===== config.mk =====
export PLATFORM = sky130hd
export DESIGN_NAME = pc_step_ctrl
export DESIGN_NICKNAME = d
export VERILOG_FILES = /design/src/rtl/cpu_dbg_pkg.sv /design/src/rtl/pc_step_ctrl.sv
export SDC_FILE = /design/constraint.sdc
export NUM_CORES = 1
export LEC_CHECK = 0
export ABC_AREA = 1
export BUFFER_PORTS_ARGS = -buffer_cell sky130_fd_sc_hd__buf_2
export CORE_MARGIN = 2
export CORE_UTILIZATION = 30
export CTS_BUF_LIST = sky130_fd_sc_hd__clkbuf_16
export CTS_CLUSTER_DIAMETER = 100
export DETAILED_ROUTE_END_ITERATION = 8
export GPL_TIMING_DRIVEN = 0
export PLACE_DENSITY = 0.55
export RECOVER_POWER = 25
export SYNTH_ARGS = -nofsm -noshare
export SYNTH_HDL_FRONTEND = slang
export SYNTH_SLANG_ARGS = --single-unit

===== constraint.sdc =====
create_clock -name clk -period 2.2 [get_ports clk]
set_input_delay 0.33 -clock clk [delete_from_list [all_inputs] [get_ports clk]]
set_output_delay 0.33 -clock clk [all_outputs]
set_load 0.05 [all_outputs]

===== src/rtl/cpu_dbg_pkg.sv =====
// ----------------------------------------------------------------------------
// cpu_dbg_pkg
//
// Shared definitions for the CPU debug run/step/halt control path. The PC
// controller produces `state` with this encoding and the debug display unit
// decodes it with the same constants, so both sides stay in lock-step.
//
// Contents:
//   ST_HALT / ST_RUN / ST_STEP  - 2-bit controller state encoding
//   DEFAULT_RESET_PC            - PC loaded by reset unless overridden
//   step_load()                 - instruction count latched on a step request
// ----------------------------------------------------------------------------
package cpu_dbg_pkg;

    // Controller state encoding. 2'd3 is unused and always recovers to HALT.
    localparam logic [1:0] ST_HALT = 2'd0;
    localparam logic [1:0] ST_RUN  = 2'd1;
    localparam logic [1:0] ST_STEP = 2'd2;

    localparam logic [31:0] DEFAULT_RESET_PC = 32'h0000_0000;

    // A step request for zero instructions still executes one instruction.
    function automatic logic [7:0] step_load(input logic [7:0] num);
        return (num == 8'd0) ? 8'd1 : num;
    endfunction

endpackage : cpu_dbg_pkg


===== src/rtl/pc_step_ctrl.sv =====
// ----------------------------------------------------------------------------
// pc_step_ctrl
//
// Program-counter register with debug run/step/halt control for the
// single-cycle CPU. The PC advances to the next-PC value only in cycles where
// the debug controller lets the current instruction commit; the same commit
// strobe gates the register-file and data-memory writes, and every commit is
// counted in a retired-instruction counter for the debug display.
//
// Parameters:
//   RESET_PC  - PC value loaded by reset
//   CNT_W     - width of the retired-instruction counter (wraps modulo 2^CNT_W)
//
// Ports:
//   clk        in   system clock, all state updates on the rising edge
//   rst        in   synchronous active-high reset, overrides all other inputs
//   next_pc    in   next-PC from the next-PC adder/mux, valid every cycle
//   run        in   one-cycle pulse: free-run request
//   step       in   one-cycle pulse: execute step_num instructions
//   halt       in   one-cycle pulse: stop request
//   step_num   in   instructions per step request (0 treated as 1)
//   bp_en      in   breakpoint enable
//   bp_addr    in   breakpoint PC, word address in bits [31:2]
//   cur_pc     out  current PC, feeds instruction memory and next-PC logic
//   commit     out  instruction at cur_pc commits this cycle
//   state      out  controller state (cpu_dbg_pkg encoding)
//   bp_hit     out  set when RUN stopped on a breakpoint, cleared on leaving HALT
//   instr_cnt  out  retired instructions since reset
// ----------------------------------------------------------------------------
module pc_step_ctrl
    import cpu_dbg_pkg::*;
#(
    parameter logic [31:0] RESET_PC = DEFAULT_RESET_PC,
    parameter int          CNT_W    = 32
) (
    input  logic             clk,
    input  logic             rst,
    input  logic [31:0]      next_pc,
    input  logic             run,
    input  logic             step,
    input  logic             halt,
    input  logic [7:0]       step_num,
    input  logic             bp_en,
    input  logic [31:0]      bp_addr,
    output logic [31:0]      cur_pc,
    output logic             commit,
    output logic [1:0]       state,
    output logic             bp_hit,
    output logic [CNT_W-1:0] instr_cnt
);

    // ------------------------------------------------------------------------
    // Registers and internal wires
    // ------------------------------------------------------------------------
    logic [1:0]       r_state;
    logic [1:0]       w_next_state;
    logic [7:0]       r_remaining;   // instructions left in the current step
    logic             r_skip_bp;     // suppress breakpoint on first RUN cycle
    logic             r_bp_hit;
    logic [31:0]      r_cur_pc;
    logic [CNT_W-1:0] r_instr_cnt;

    logic             w_commit;
    logic             w_bp_match;
    logic             w_leave_halt;

    // The PC is always word aligned, so the byte-offset bits of the next-PC
    // and breakpoint address are intentionally ignored.
    logic             w_unused_bits;
    assign w_unused_bits = ^{next_pc[1:0], bp_addr[1:0]};

    // Breakpoint compare on word address. skip_bp masks it for the first RUN
    // cycle so that resuming from a breakpoint PC executes that instruction
    // instead of stopping on it again.
    assign w_bp_match = bp_en
                     && (r_cur_pc[31:2] == bp_addr[31:2])
                     && !r_skip_bp;

    assign w_leave_halt = (r_state == ST_HALT) && (w_next_state != ST_HALT);

    // ------------------------------------------------------------------------
    // FSM process 1: state register
    // ------------------------------------------------------------------------
    // NOTE: clocked state uses non-blocking assignments so every register
    // samples pre-edge values regardless of process evaluation order.
    always_ff @(posedge clk) begin
        if (rst) begin
            r_state <= ST_HALT;
        end else begin
            r_state <= w_next_state;
        end
    end

    // ------------------------------------------------------------------------
    // FSM process 2: next-state logic
    // ------------------------------------------------------------------------
    // NOTE: the default assignment first keeps this block purely
    // combinational; a missed branch would otherwise infer a latch.
    always_comb begin
        w_next_state = r_state;
        case (r_state)
            ST_HALT: begin
                // step wins over run when both arrive together; halt is a no-op
                if (step) begin
                    w_next_state = ST_STEP;
                end else if (run) begin
                    w_next_state = ST_RUN;
                end
            end
            ST_RUN: begin
                if (halt || w_bp_match) begin
                    w_next_state = ST_HALT;
                end
            end
            ST_STEP: begin
                // The commit that consumes the last remaining instruction
                // ends the step.
                if (halt || (r_remaining == 8'd1)) begin
                    w_next_state = ST_HALT;
                end
            end
            default: begin
                w_next_state = ST_HALT;
            end
        endcase
    end

    // ------------------------------------------------------------------------
    // FSM process 3: output logic
    // ------------------------------------------------------------------------
    // commit is combinational so the single-cycle datapath writes in the same
    // cycle the instruction is presented. Reset forces it low immediately.
    always_comb begin
        w_commit = 1'b0;
        if (!rst) begin
            case (r_state)
                ST_RUN:  w_commit = !halt && !w_bp_match;
                ST_STEP: w_commit = !halt;
                default: w_commit = 1'b0;
            endcase
        end
    end

    // ------------------------------------------------------------------------
    // Step counter, breakpoint bookkeeping
    // ------------------------------------------------------------------------
    always_ff @(posedge clk) begin
        if (rst) begin
            r_remaining <= 8'd0;
            r_skip_bp   <= 1'b0;
            r_bp_hit    <= 1'b0;
        end else begin
            // step_num is captured only on the step pulse.
            if ((r_state == ST_HALT) && step) begin
                r_remaining <= step_load(step_num);
            end else if ((r_state == ST_STEP) && w_commit) begin
                r_remaining <= r_remaining - 8'd1;
            end

            if ((r_state == ST_HALT) && !step && run) begin
                r_skip_bp <= 1'b1;
            end else if (r_state == ST_RUN) begin
                r_skip_bp <= 1'b0;
            end

            if (w_leave_halt) begin
                r_bp_hit <= 1'b0;
            end else if ((r_state == ST_RUN) && !halt && w_bp_match) begin
                r_bp_hit <= 1'b1;
            end
        end
    end

    // ------------------------------------------------------------------------
    // Architectural PC and retired-instruction counter
    // ------------------------------------------------------------------------
    always_ff @(posedge clk) begin
        if (rst) begin
            r_cur_pc    <= RESET_PC;
            r_instr_cnt <= '0;
        end else if (w_commit) begin
            r_cur_pc    <= {next_pc[31:2], 2'b00};
            r_instr_cnt <= r_instr_cnt + CNT_W'(1);
        end
    end

    // ------------------------------------------------------------------------
    // Outputs
    // ------------------------------------------------------------------------
    assign cur_pc    = r_cur_pc;
    assign commit    = w_commit;
    assign state     = r_state;
    assign bp_hit    = r_bp_hit;
    assign instr_cnt = r_instr_cnt;

endmodule : pc_step_ctrl


==> results of run 1 <==
==> metrics by stage <==
stage / setup TNS (ns) / worst slack, ns
floorplan: 0 / 0.0411
global placement: -0.00329 / -0.00329
detailed placement: 0 / 0.00958
CTS: 0 / 0.00561
global route: -0.0921 / -0.0494
finish: 0 / 0.0851
==> what timing repair did <==
| item | in CTS | in global routing |
|---|---|---|
| pin swaps | 5 | 6 |
| setup endpoints to repair | 1 | 14 |
| gates resized for setup | 8 | 28 |
| setup buffers | 3 | 10 |
==> power by group through the flow <==
stage          registers (mW)  logic (mW)  clock network, mW
3_3_place_gp             1.43       0.477                  0
4_1_cts                  1.40       0.484               1.50
5_1_grt                  1.41       0.545               1.55
6_report                 1.41       0.489               1.45
3_5_place_dp             1.43       0.479                  0
2_1_floorplan            1.48       0.271                  0
==> synth_stat cells <==
| cell | instances | area, sq um |
|---|---|---|
| nor3_2 | 2 | 20.0 |
| xnor2_1 | 16 | 140 |
| nand3_2 | 1 | 10.0 |
| a32o_1 | 1 | 10.0 |
| inv_2 | 10 | 37.5 |
| a21oi_1 | 24 | 120 |
| buf_2 | 5 | 25.0 |
| o21ai_0 | 23 | 115 |
| clkbuf_1 | 10 | 37.5 |
| conb_1 | 1 | 3.75 |
| a21oi_2 | 37 | 324 |
| clkbuf_2 | 1 | 5.00 |
| xor2_1 | 22 | 193 |
| nand2_4 | 3 | 33.8 |
| inv_1 | 76 | 285 |
| nor2_1 | 55 | 206 |
| nor2_2 | 2 | 12.5 |
| a211oi_1 | 1 | 7.51 |
| ha_1 | 7 | 87.6 |
| nand2_2 | 29 | 181 |
| or3_1 | 1 | 6.26 |
| mux2_2 | 1 | 11.3 |
| dfxtp_1 | 74 | 1480 |
| nor3_1 | 19 | 95.1 |
| nand2_1 | 185 | 694 |
| buf_6 | 1 | 11.3 |
| buf_4 | 4 | 30.0 |
| nor4_2 | 2 | 25.0 |
| o21ai_1 | 10 | 50.1 |
| buf_8 | 2 | 30.0 |
| nor4_1 | 5 | 31.3 |
| nand4_1 | 7 | 43.8 |
| buf_12 | 2 | 40.0 |
| nand3_1 | 31 | 155 |
| a31oi_1 | 1 | 6.26 |
| nand3b_1 | 1 | 7.51 |
==> cell families (layout without fill, tap and decap cells) <==
| kind of cell | after synthesis | after routing | synth area share (%) |
|---|---|---|---|
| flops | 74 | 74 | 32.4 |
| mux | 1 | 1 | 0.246 |
| xor+xnor | 38 | 38 | 7.28 |
| other cells | 1 | 2 | 0.0820 |
| compound gates | 97 | 97 | 13.8 |
| fa+ha+maj | 7 | 7 | 1.91 |
| buf+inv | 111 | 277 | 11.0 |
| simple gates | 343 | 343 | 33.3 |
==> placed cells by master, fill, tap and decap left out, types with 3 or more instances in the layout <==
| master | count |
|---|---|
| buf_4 | 18 |
| nor2_1 | 52 |
| ha_1 | 7 |
| nand3_1 | 31 |
| a21oi_1 | 24 |
| clkbuf_16 | 9 |
| nor4_1 | 5 |
| dfxtp_2 | 9 |
| nand2_2 | 32 |
| inv_1 | 73 |
| nand2_4 | 3 |
| buf_12 | 3 |
| nor2_2 | 3 |
| inv_2 | 12 |
| o21ai_1 | 10 |
| clkbuf_1 | 42 |
| a21oi_2 | 37 |
| xnor2_1 | 15 |
| dfxtp_1 | 65 |
| nand2_1 | 182 |
| o21ai_0 | 23 |
| clkbuf_2 | 3 |
| clkinv_2 | 3 |
| buf_2 | 105 |
| nand4_1 | 7 |
| nor3_1 | 19 |
| xor2_1 | 22 |
==> cell type report <==
type / count / area (sq um) / area share, %
buffer: 24 / 183 / 3.09
inverter: 86 / 335 / 5.67
tap: 188 / 235 / 3.97
sequential: 74 / 1490 / 25.2
timing repair buffer: 151 / 759 / 12.8
clock buffer: 9 / 225 / 3.81
multi-input combinational: 488 / 2630 / 44.4
clock inverter: 7 / 60.1 / 1.01
==> metal layers <==
layer | vias to the layer above | global-route usage (%) | part of all wire, %
li1 | 2438 | - | -
met1 | 2091 | 22.0 | 47
met2 | 140 | 29.1 | 46
met3 | 13 | 3.77 | 5.5
met4 | 0 | 5.04 | 1.3
met5 | - | 0 | 0
==> sequential cells by signal, indices dropped and copies added (netlist names) <==
signal / flops
state: 2
r_remaining: 8
instr_cnt: 32
r_skip_bp: 1
bp_hit: 1
cur_pc: 30
==> worst min-delay path by stage <==
stage | endpoint | startpoint | depth (start not counted)
floorplan | cur_pc[16]$_SDFFE_PP0P_ | next_pc[16] | 2
global placement | r_skip_bp$_SDFFE_PP0P_ | r_skip_bp$_SDFFE_PP0P_ | 2
detailed placement | r_skip_bp$_SDFFE_PP0P_ | r_skip_bp$_SDFFE_PP0P_ | 2
CTS | cur_pc[14]$_SDFFE_PP0P_ | next_pc[14] | 3
global route | cur_pc[24]$_SDFFE_PP0P_ | next_pc[24] | 3
finish | cur_pc[14]$_SDFFE_PP0P_ | next_pc[14] | 3
==> critical path, cell delays in order, from the launching register on <==
cell,delay [ns]
dfxtp_2,0.32
inv_2,0.04
nand2_1,0.06
nor2_2,0.12
nand2_2,0.07
nor2_4,0.10
nand2_2,0.07
nor2_4,0.11
nand2_2,0.09
nand2_4,0.08
nand2_4,0.05
nand2_4,0.09
clkinv_8,0.07
buf_12,0.14
==> key figures, run 1 <==
Floorplanning
  – Die H: 127 um
  – Die W: 127 um
  – Cell Rows: 45
  – Initial Util: 30.4%
  – I/O pin count: 146
  – Core Region: 15,000 sq um
  – Die area: 16,300 sq um

Setup path
  – CP Max Fanout: 6
  – R2R setup slack: 0.15 ns
  – CP Launch Point: r_skip_bp$_SDFFE_PP0P_
  – RR Startpoint: r_skip_bp$_SDFFE_PP0P_
  – Worst EP required: 1.87 ns
  – Crit end category: output port
  – Worst Setup Start Kind: flip-flop
  – RR Endpoint: instr_cnt[15]$_SDFFE_PP0P_
  – CP Capture Point: commit
  – Worst reg2reg path depth: 17
  – Worst Setup Path Type: reg -> out
  – Critical Path AT: 1.78 ns

Pwr
  – Power Internal: 2.42 mW
  – Switching power: 0.928 mW
  – VDD IR max: 366 uV
  – PwrDens: 566 nW/um^2
  – Sequential share of power: 42.0%
  – Leak Pwr: 2.62 nW
  – Switching Share: 27.7%
  – Total power: 3.35 mW
  – Combinational share of power: 14.6%
  – Clock network power share: 43.4%

Yosys
  – Syn. warnings: 0
  – Post-Syn Area: 4570 sq um
  – Yosys reg bits: 74
  – Avg Inst Size Synth: 6.81 sq um
  – Synth cell types: 36
  – Seq/Total Area, Yosys: 32.4%
  – Cell count after synthesis: 672

Hold path
  – Worst Hold Class: in -> reg

CTS
  – Clock sink count: 74
  – Clock latency on the worst-skew pair: 0.35 ns
  – H-tree depth: 3
  – TritonCTS Buffers: 9
  – Worst-path clk slew: 0.06 ns
  – CTS root buf: clkbuf_16
  – CTS tree: built
  – Hold buffer count at cts: 0
  – CTS Buffer Depth: 2

STA
  – RSZ-0062 raised after global routing: true
  – Highest clock rate: 473 MHz
  – Relative slew slack: 46.9%
  – Post-route clock skew: 0.00546 ns
  – Clock period minus final worst setup slack: 2.11 ns
  – Worst hold margin: 0.174 ns
  – Setup violators final: 0
  – Final Slew Violations: 0
  – Final Hold Fails: 0
  – Final Cycle Share: 96.1%
  – Measured slew at the worst slew-check pin: 0.797 ns

Placed design
  – HPWL Detailed: 10,900 um
  – Placed Area: 5500 sq um
  – IO buf count: 138
  – Global placement routability congestion: 0.848
  – Inst Count DP: 999

Layout
  – Diodes inserted: 0
  – Final Non-Filler Cells: 1,027
  – Syn-to-layout area delta: 29.4%
  – # nets final: 919
  – Fillcell total: 1,676
  – Final Util: 39.4%
  – Layout cells sized above 1: 30.2%
  – Design area: 5920 sq um

Global routing
  – Initial antenna violation count: 0
  – Vias in the first global route: 4,414
  – Maximum number of pins on one net before global-route repair: 16
  – Total track usage: 17.2%
  – Overflow after GRT: 0
  – First-pass GRT wire length: 22,000 um

Detailed routing
  – DRT Wirelength: 14,000 um
  – Post-route DRC: 0
  – Via density: 4.56
  – First DRT Iteration DRCs: 254
  – Routed len/inst: 13.7 um
  – DRT Pass-1 Iters: 4
  – Antenna violation net count after detailed routing: 0
  – Vias: 4,682

Outcome
  – Status: complete, no violations

Flow run
  – Max Cap Viol: 0
No activity file was read; power rests on OpenSTA's default activity.
==> inputs of run 2 (changes only) <==
--- a/config.mk
+++ b/config.mk
@@ -12,8 +12,9 @@
 export CTS_BUF_LIST = sky130_fd_sc_hd__clkbuf_16
 export CTS_CLUSTER_DIAMETER = 100
 export DETAILED_ROUTE_END_ITERATION = 8
+export GPL_ROUTABILITY_DRIVEN = 0
 export GPL_TIMING_DRIVEN = 0
-export PLACE_DENSITY = 0.55
+export PLACE_DENSITY = 0.49
 export RECOVER_POWER = 25
 export SYNTH_ARGS = -nofsm -noshare
 export SYNTH_HDL_FRONTEND = slang
==> key figures, run 2 (same netlist as run 1, synthesis figures left out) <==
Layout
  – Final Util: 39.0% (-0.41 points)
  – Fillcell total: 1,679 (+0.18%)
  – Commonest non-fill, non-tap cell in the layout: nand2_1
  – Final Non-Filler Cells: 1,022 (-0.49%)
  – Footprint of the multi-input gates: 2620 sq um (-0.43%)
  – # nets final: 915 (-0.44%)
  – Layout cells sized above 1: 28.7% (-1.5 points)
  – Design area: 5860 sq um (-1.0%)
  – Syn-to-layout area delta: 28.0%
  – Register area: 1490 sq um (-0.17%)
  – Most frequent cells in the layout: 184 x nand2_1, 109 x buf_2, 76 x inv_1, 67 x dfxtp_1, 53 x nor2_1
  – Largest register FFs: 32 (unchanged)
  – Diodes inserted: 0 (unchanged)

STA
  – Measured slew at the worst slew-check pin: 0.775 ns (-0.0216 ns)
  – Relative slew slack: 48.3% (+1.4 points)
  – Total negative slack: 0 ns (unchanged)
  – Highest clock rate: 469 MHz (-0.87%)
  – Worst hold margin: 0.179 ns (+0.00558 ns)
  – Final Cycle Share: 97.0% (+0.85 points)
  – Setup violators final: 0 (unchanged)
  – RSZ-0062 raised after global routing: true
  – Clock period minus final worst setup slack: 2.13 ns (+0.0187 ns)
  – Final Slew Violations: 0 (unchanged)
  – Post-route clock skew: 0.00942 ns (+0.00396 ns)
  – Final Hold Fails: 0 (unchanged)
  – Setup ws final: 0.0664 ns (-0.0187 ns)

Setup path
  – Worst Setup Start Kind: flip-flop
  – R2R setup slack: 0.18 ns (+0.03 ns)
  – RR Endpoint: instr_cnt[24]$_SDFFE_PP0P_
  – Worst EP required: 1.87 ns (about the same)
  – Crit end category: output port
  – RR Startpoint: instr_cnt[1]$_SDFFE_PP0P_
  – Critical Path AT: 1.80 ns (+0.02 ns)
  – Worst Setup Path Type: reg -> out
  – CP Max Fanout: 6 (unchanged)
  – Worst reg2reg path depth: 8 (-9)

Floorplanning
  – Die H: 127 um (unchanged)
  – Cell Rows: 45 (unchanged)
  – Core Region: 15,000 sq um (unchanged)
  – Die W: 127 um (unchanged)
  – I/O pin count: 146 (unchanged)
  – Die area: 16,300 sq um (unchanged)
  – Initial Util: 30.4% (unchanged)

Pwr
  – Leak Pwr: 2.58 nW (-1.5%)
  – Total power: 3.30 mW (-1.3%)
  – VDD IR max: 343 uV (-6.2%)
  – PwrDens: 564 nW/um^2 (-0.26%)

CTS
  – CTS tree: built
  – TritonCTS Buffers: 9 (unchanged)
  – Worst-path clk slew: 0.06 ns (about the same)
  – CTS Buffer Depth: 2 (unchanged)
  – Clock sink count: 74 (unchanged)
  – Hold buffer count at cts: 0 (unchanged)
  – Clock latency on the worst-skew pair: 0.34 ns (about the same)
  – CTS root buf: clkbuf_16
  – H-tree depth: 3 (unchanged)

Detailed routing
  – Vias: 4,542 (-3.0%)
  – DRT Pass-1 Iters: 4 (unchanged)
  – First DRT Iteration DRCs: 189 (-26%)
  – Routed len/inst: 13.8 um (+0.97%)
  – Antenna violation net count after detailed routing: 0 (unchanged)
  – Via density: 4.44 (-2.5%)
  – Post-route DRC: 0 (unchanged)
  – DRT Wirelength: 14,100 um (+0.48%)

Global routing
  – Maximum number of pins on one net before global-route repair: 16 (unchanged)
  – First-pass GRT wire length: 22,000 um (+0.15%)
  – Initial antenna violation count: 0 (unchanged)
  – Total track usage: 17.3% (+0.10 points)
  – Vias in the first global route: 4,317 (-2.2%)
  – Overflow after GRT: 0 (unchanged)

Placed design
  – Inst Count DP: 999 (unchanged)
  – HPWL Detailed: 11,000 um (+1.4%)
  – Pre-CTS setup slack: -0.0208 ns (-0.0304 ns)
  – Placed Area: 5500 sq um (unchanged)
  – IO buf count: 138 (unchanged)

Hold path
  – Min-delay src: next_pc[22]
  – Hold depth: 3 (unchanged)
  – Hold EP: cur_pc[22]$_SDFFE_PP0P_
  – Worst Hold Class: in -> reg

Flow run
  – Max Cap Viol: 0 (unchanged)

Outcome
  – Status: complete, no violations
run 2: power by group:
group	internal (mW)	switching [mW]	total, mW	leakage (nW)
Clock	0.854	0.562	1.42	0.139
Sequential	1.37	0.0313	1.41	0.602
Combinational	0.180	0.303	0.483	1.84
run 2: worst max path at each step:
stage	from	to	slack, ns	cells past startpoint
finish	cur_pc[25]$_SDFFE_PP0P_	commit	0.07	12
global route	cur_pc[25]$_SDFFE_PP0P_	commit	-0.1	12
CTS	cur_pc[18]$_SDFFE_PP0P_	commit	0.007	11
detailed placement	bp_addr[18]	commit	-0.02	13
global placement	bp_addr[18]	commit	-0.03	13
floorplan	state[0]$_SDFF_PP0_	commit	0.04	7
run 2: cell type report:
class | count | share of cell area, %
Multi-Input combinational cell | 488 | 44.7
Sequential cell | 74 | 25.4
Clock inverter | 6 | 0.855
Timing Repair Buffer | 147 | 12.5
Inverter | 86 | 5.73
Clock buffer | 9 | 3.85
Tap cell | 188 | 4.02
Buffer | 24 | 2.99
run 2: timing repair:
action / in CTS / in global routing
gates resized for setup: 9 / 14
endpoints found under the setup margin: 1 / 5
pin swaps: 3 / 6
buffers inserted: 0 / 9
run 2: critical path: stages, from the launching register on:
cell and delay, ns:
dfxtp_2 0.34, inv_2 0.05, nand2_2 0.06, nand4_1 0.15, nor2_1 0.14, nand2_1 0.06
nor2_2 0.11, nand2_2 0.10, nand2_4 0.08, nand2_4 0.07, nand2_8 0.09, clkinv_8 0.07
buf_12 0.14
run 2: metal layers:
| layer | track usage [%] | part of all wire [%] | up-vias |
|---|---|---|---|
| met5 | 0 | 0 | - |
| met4 | 3.88 | 0.92 | 0 |
| met3 | 4.23 | 5.0 | 13 |
| met2 | 29.7 | 46 | 99 |
| met1 | 22.0 | 48 | 2002 |
| li1 | - | - | 2428 |
==> inputs of run 3 (changes only) <==
--- a/config.mk
+++ b/config.mk
@@ -5,7 +5,7 @@
 export SDC_FILE = /design/constraint.sdc
 export NUM_CORES = 1
 export LEC_CHECK = 0
-export ABC_AREA = 1
+export ABC_AREA = 0
 export BUFFER_PORTS_ARGS = -buffer_cell sky130_fd_sc_hd__buf_2
 export CORE_MARGIN = 2
 export CORE_UTILIZATION = 30
@@ -14,7 +14,7 @@
 export DETAILED_ROUTE_END_ITERATION = 8
 export GPL_ROUTABILITY_DRIVEN = 0
 export GPL_TIMING_DRIVEN = 0
-export PLACE_DENSITY = 0.49
+export PLACE_DENSITY = 0.5
 export RECOVER_POWER = 25
 export SYNTH_ARGS = -nofsm -noshare
 export SYNTH_HDL_FRONTEND = slang
==> constraint.sdc (replaced) <==
create_clock -name clk -period 2 [get_ports clk]
set_input_delay 0.3 -clock clk [delete_from_list [all_inputs] [get_ports clk]]
set_output_delay 0.3 -clock clk [all_outputs]
set_load 0.05 [all_outputs]
==> key figures, run 3 <==
Outcome
  – Status: complete, but fails checks
  – Failing checks: negative setup slack

Floorplanning
  – Die H: 117 um (-8.2%)
  – Cell Rows: 41 (-8.9%)
  – Initial Util: 30.5% (+0.074 points)
  – Die area: 13,700 sq um (-16%)
  – I/O pin count: 146 (unchanged)
  – Die W: 117 um (-8.2%)
  – Core Region: 12,600 sq um (-16%)

Detailed routing
  – Via density: 4.74 (+6.8%)
  – Post-route DRC: 0 (unchanged)
  – DRT Wirelength: 12,700 um (-9.9%)
  – DRT Pass-1 Iters: 4 (unchanged)
  – First DRT Iteration DRCs: 117 (-38%)
  – Routed len/inst: 15.8 um (+15%)
  – Antenna violation net count after detailed routing: 0 (unchanged)
  – Vias: 3,810 (-16%)

Yosys
  – Yosys reg bits: 74 (unchanged)
  – Top FF cell, synth: dfxtp_1
  – Count leader, synth: dfxtp_1
  – Avg Inst Size Synth: 8.67 sq um (+27%)
  – Asr flop ratio synth: 0% (unchanged)
  – Ranking of synthesized cells by area: dfxtp_1 39%, xor2_1 7.1%, xnor2_1 6.2%, nand2b_1 5.4%, o21ai_0 5.0%
  – Post-Syn Area: 3830 sq um (-16%)
  – Area leader, netlist: dfxtp_1
  – Post-synth EDFFs: 0 (unchanged)
  – Seq/Total Area, Yosys: 38.6% (+6.3 points)
  – Synth cell types: 48 (+33%)
  – Synth top area share: 38.6% (+6.3 points)
  – Syn. warnings: 0 (unchanged)
  – Cell count after synthesis: 442 (-34%)
  – Top post-synthesis cells by count: 74 x dfxtp_1, 49 x nand2_1, 38 x o21ai_0

CTS
  – CTS Buffer Depth: 2 (unchanged)
  – CTS root buf: clkbuf_16
  – Clock latency on the worst-skew pair: 0.33 ns (about the same)
  – TritonCTS Buffers: 9 (unchanged)
  – Worst-path clk slew: 0.06 ns (about the same)
  – Clock sink count: 74 (unchanged)
  – Hold buffer count at cts: 0 (unchanged)
  – H-tree depth: 3 (unchanged)
  – CTS tree: built

Setup path
  – Worst EP required: 1.70 ns (-0.17 ns)
  – CP Max Fanout: 3 (-3)
  – R2R setup slack: -0.41 ns (-0.59 ns)
  – RR Endpoint: cur_pc[31]$_SDFFE_PP0P_
  – Worst reg2reg path depth: 12 (+4)
  – RR Startpoint: cur_pc[13]$_SDFFE_PP0P_
  – Worst Setup Path Type: reg -> out
  – Crit end category: output port
  – Worst Setup Start Kind: flip-flop
  – Critical Path AT: 2.19 ns (+0.39 ns)

STA
  – Final Slew Violations: 0 (unchanged)
  – RSZ-0062 raised after global routing: true
  – Final Hold Fails: 0 (unchanged)
  – Highest clock rate: 402 MHz
  – Setup ws final: -0.486 ns (-0.552 ns)
  – Measured slew at the worst slew-check pin: 0.651 ns (-0.124 ns)
  – Total negative slack: -17.40 ns (-17.40 ns)
  – Relative slew slack: 56.6% (+8.3 points)
  – Setup violators final: 63 (+63)
  – Post-route clock skew: 0.00901 ns (-0.000405 ns)
  – Final Cycle Share: 124%
  – Clock period minus final worst setup slack: 2.49 ns

Placed design
  – IO buf count: 139 (+0.72%)
  – Inst Count DP: 754 (-25%)
  – HPWL Detailed: 8450 um (-23%)

Layout
  – Final Non-Filler Cells: 803 (-21%)
  – Layout cells sized above 1: 54.2% (+26 points)
  – Syn-to-layout area delta: 64.5%
  – # nets final: 711 (-22%)
  – Largest register FFs: 32 (unchanged)
  – Diodes inserted: 0 (unchanged)
  – Fillcell total: 1,207 (-28%)
  – Final Util: 50.2% (+11 points)
  – Most frequent cells in the layout: 120 x buf_2, 34 x nor2_1, 33 x nand2b_1, 33 x dfxtp_4, 27 x xor2_1
  – Commonest non-fill, non-tap cell in the layout: buf_2

Pwr
  – Sequential share of power: 44.3% (+1.8 points)
  – PwrDens: 542 nW/um^2 (-4.0%)
  – Switching power: 0.920 mW (+2.6%)
  – Total power: 3.42 mW (+3.4%)
  – Switching Share: 26.9% (-0.20 points)
  – VDD IR max: 324 uV (-5.6%)
  – Leak Pwr: 2.51 nW (-2.6%)
  – Power Internal: 2.50 mW (+3.7%)
  – Clock network power share: 41.6% (-1.2 points)
  – Combinational share of power: 14.1% (-0.5 points)

Global routing
  – First-pass GRT wire length: 19,500 um (-11%)
  – Overflow after GRT: 0 (unchanged)
  – Total track usage: 18.7% (+1.4 points)
  – Maximum number of pins on one net before global-route repair: 12 (-4)
  – Vias in the first global route: 3,719 (-14%)
  – Initial antenna violation count: 0 (unchanged)

Hold path
  – Min-delay src: next_pc[6]
  – Worst Hold Class: in -> reg
  – Hold EP: cur_pc[6]$_SDFFE_PP0P_
  – Hold depth: 3 (unchanged)

Flow run
  – Max Cap Viol: 0 (unchanged)
## run 3: power by group through the flow
| stage | clock network, mW | logic [mW] | registers [mW] |
|---|---|---|---|
| floorplan | 0 | 0.168 | 1.60 |
| global placement | 0 | 0.368 | 1.54 |
| detailed placement | 0 | 0.372 | 1.54 |
| CTS | 1.47 | 0.455 | 1.51 |
| global route | 1.54 | 0.522 | 1.52 |
| finish | 1.42 | 0.481 | 1.51 |
## run 3: stage by stage
step                worst slack, ns  hold WS [ns]  cell area, sq um
finish                       -0.486         0.163              6310
global route                 -0.573         0.159              6310
CTS                          -0.553         0.155              6070
detailed placement           -0.822         0.475              4950
global placement             -0.808         0.465              4950
floorplan                   -0.0254         0.408              4040
## run 3: final cells by class
cell class                      instances  area, sq um  area share (%)
Clock inverter                          7         30.0           0.476
Timing Repair Buffer                  174         1130            17.9
Multi-Input combinational cell        328         2730            43.3
Clock buffer                            9          225            3.57
Sequential cell                        74         1630            25.8
Tap cell                              172          215            3.41
Buffer                                 23          262            4.15
Inverter                               16         80.1            1.27
## run 3: worst max-delay path, stage by stage (launching register included)
cell and delay [ns]:
dfxtp_4 0.36, xor2_4 0.15, nor4_4 0.38, nand4_1 0.21, o211ai_2 0.23, and2_4 0.22
inv_8 0.04, buf_8 0.11, buf_8 0.14
## run 3: worst max-delay path by stage
stage	start	to
2_1_floorplan	state[0]$_SDFF_PP0_	instr_cnt[4]$_SDFFE_PP0P_
3_3_place_gp	bp_addr[13]	commit
3_5_place_dp	bp_addr[13]	commit
4_1_cts	cur_pc[31]$_SDFFE_PP0P_	commit
5_1_grt	cur_pc[13]$_SDFFE_PP0P_	commit
6_report	cur_pc[13]$_SDFFE_PP0P_	commit
## run 3: routing by layer
| layer | vias to the layer above | global-route usage [%] | part of all wire, % | wire (um) |
|---|---|---|---|---|
| li1 | 1880 | - | - | - |
| met1 | 1828 | 25.2 | 46 | 5870 |
| met2 | 84 | 30.4 | 49 | 6190 |
| met3 | 18 | 2.47 | 3.1 | 391 |
| met4 | 0 | 7.45 | 1.9 | 235 |
| met5 | - | 0 | 0 | 0 |
## run 3: logic make-up (layout without fill, tap and decap cells)
group	count (synthesis)	in the layout	share of synthesized area, %
flip-flops	74	74	38.6
other	1	2	0.0978
AO/OA/AOI/OAI	89	89	17.4
adder cells (fa/ha/maj)	7	7	2.28
XOR/XNOR	58	58	13.3
AND/OR/NAND/NOR	172	172	23.2
buffers and inverters	41	229	5.12
## run 3: what timing repair did
action | in CTS | in global routing
resized for setup | 155 | 61
buffers inserted | 20 | 12
cloned | 8 | 0
endpoints found under the setup margin | 71 | 72
pin swaps | 75 | 34
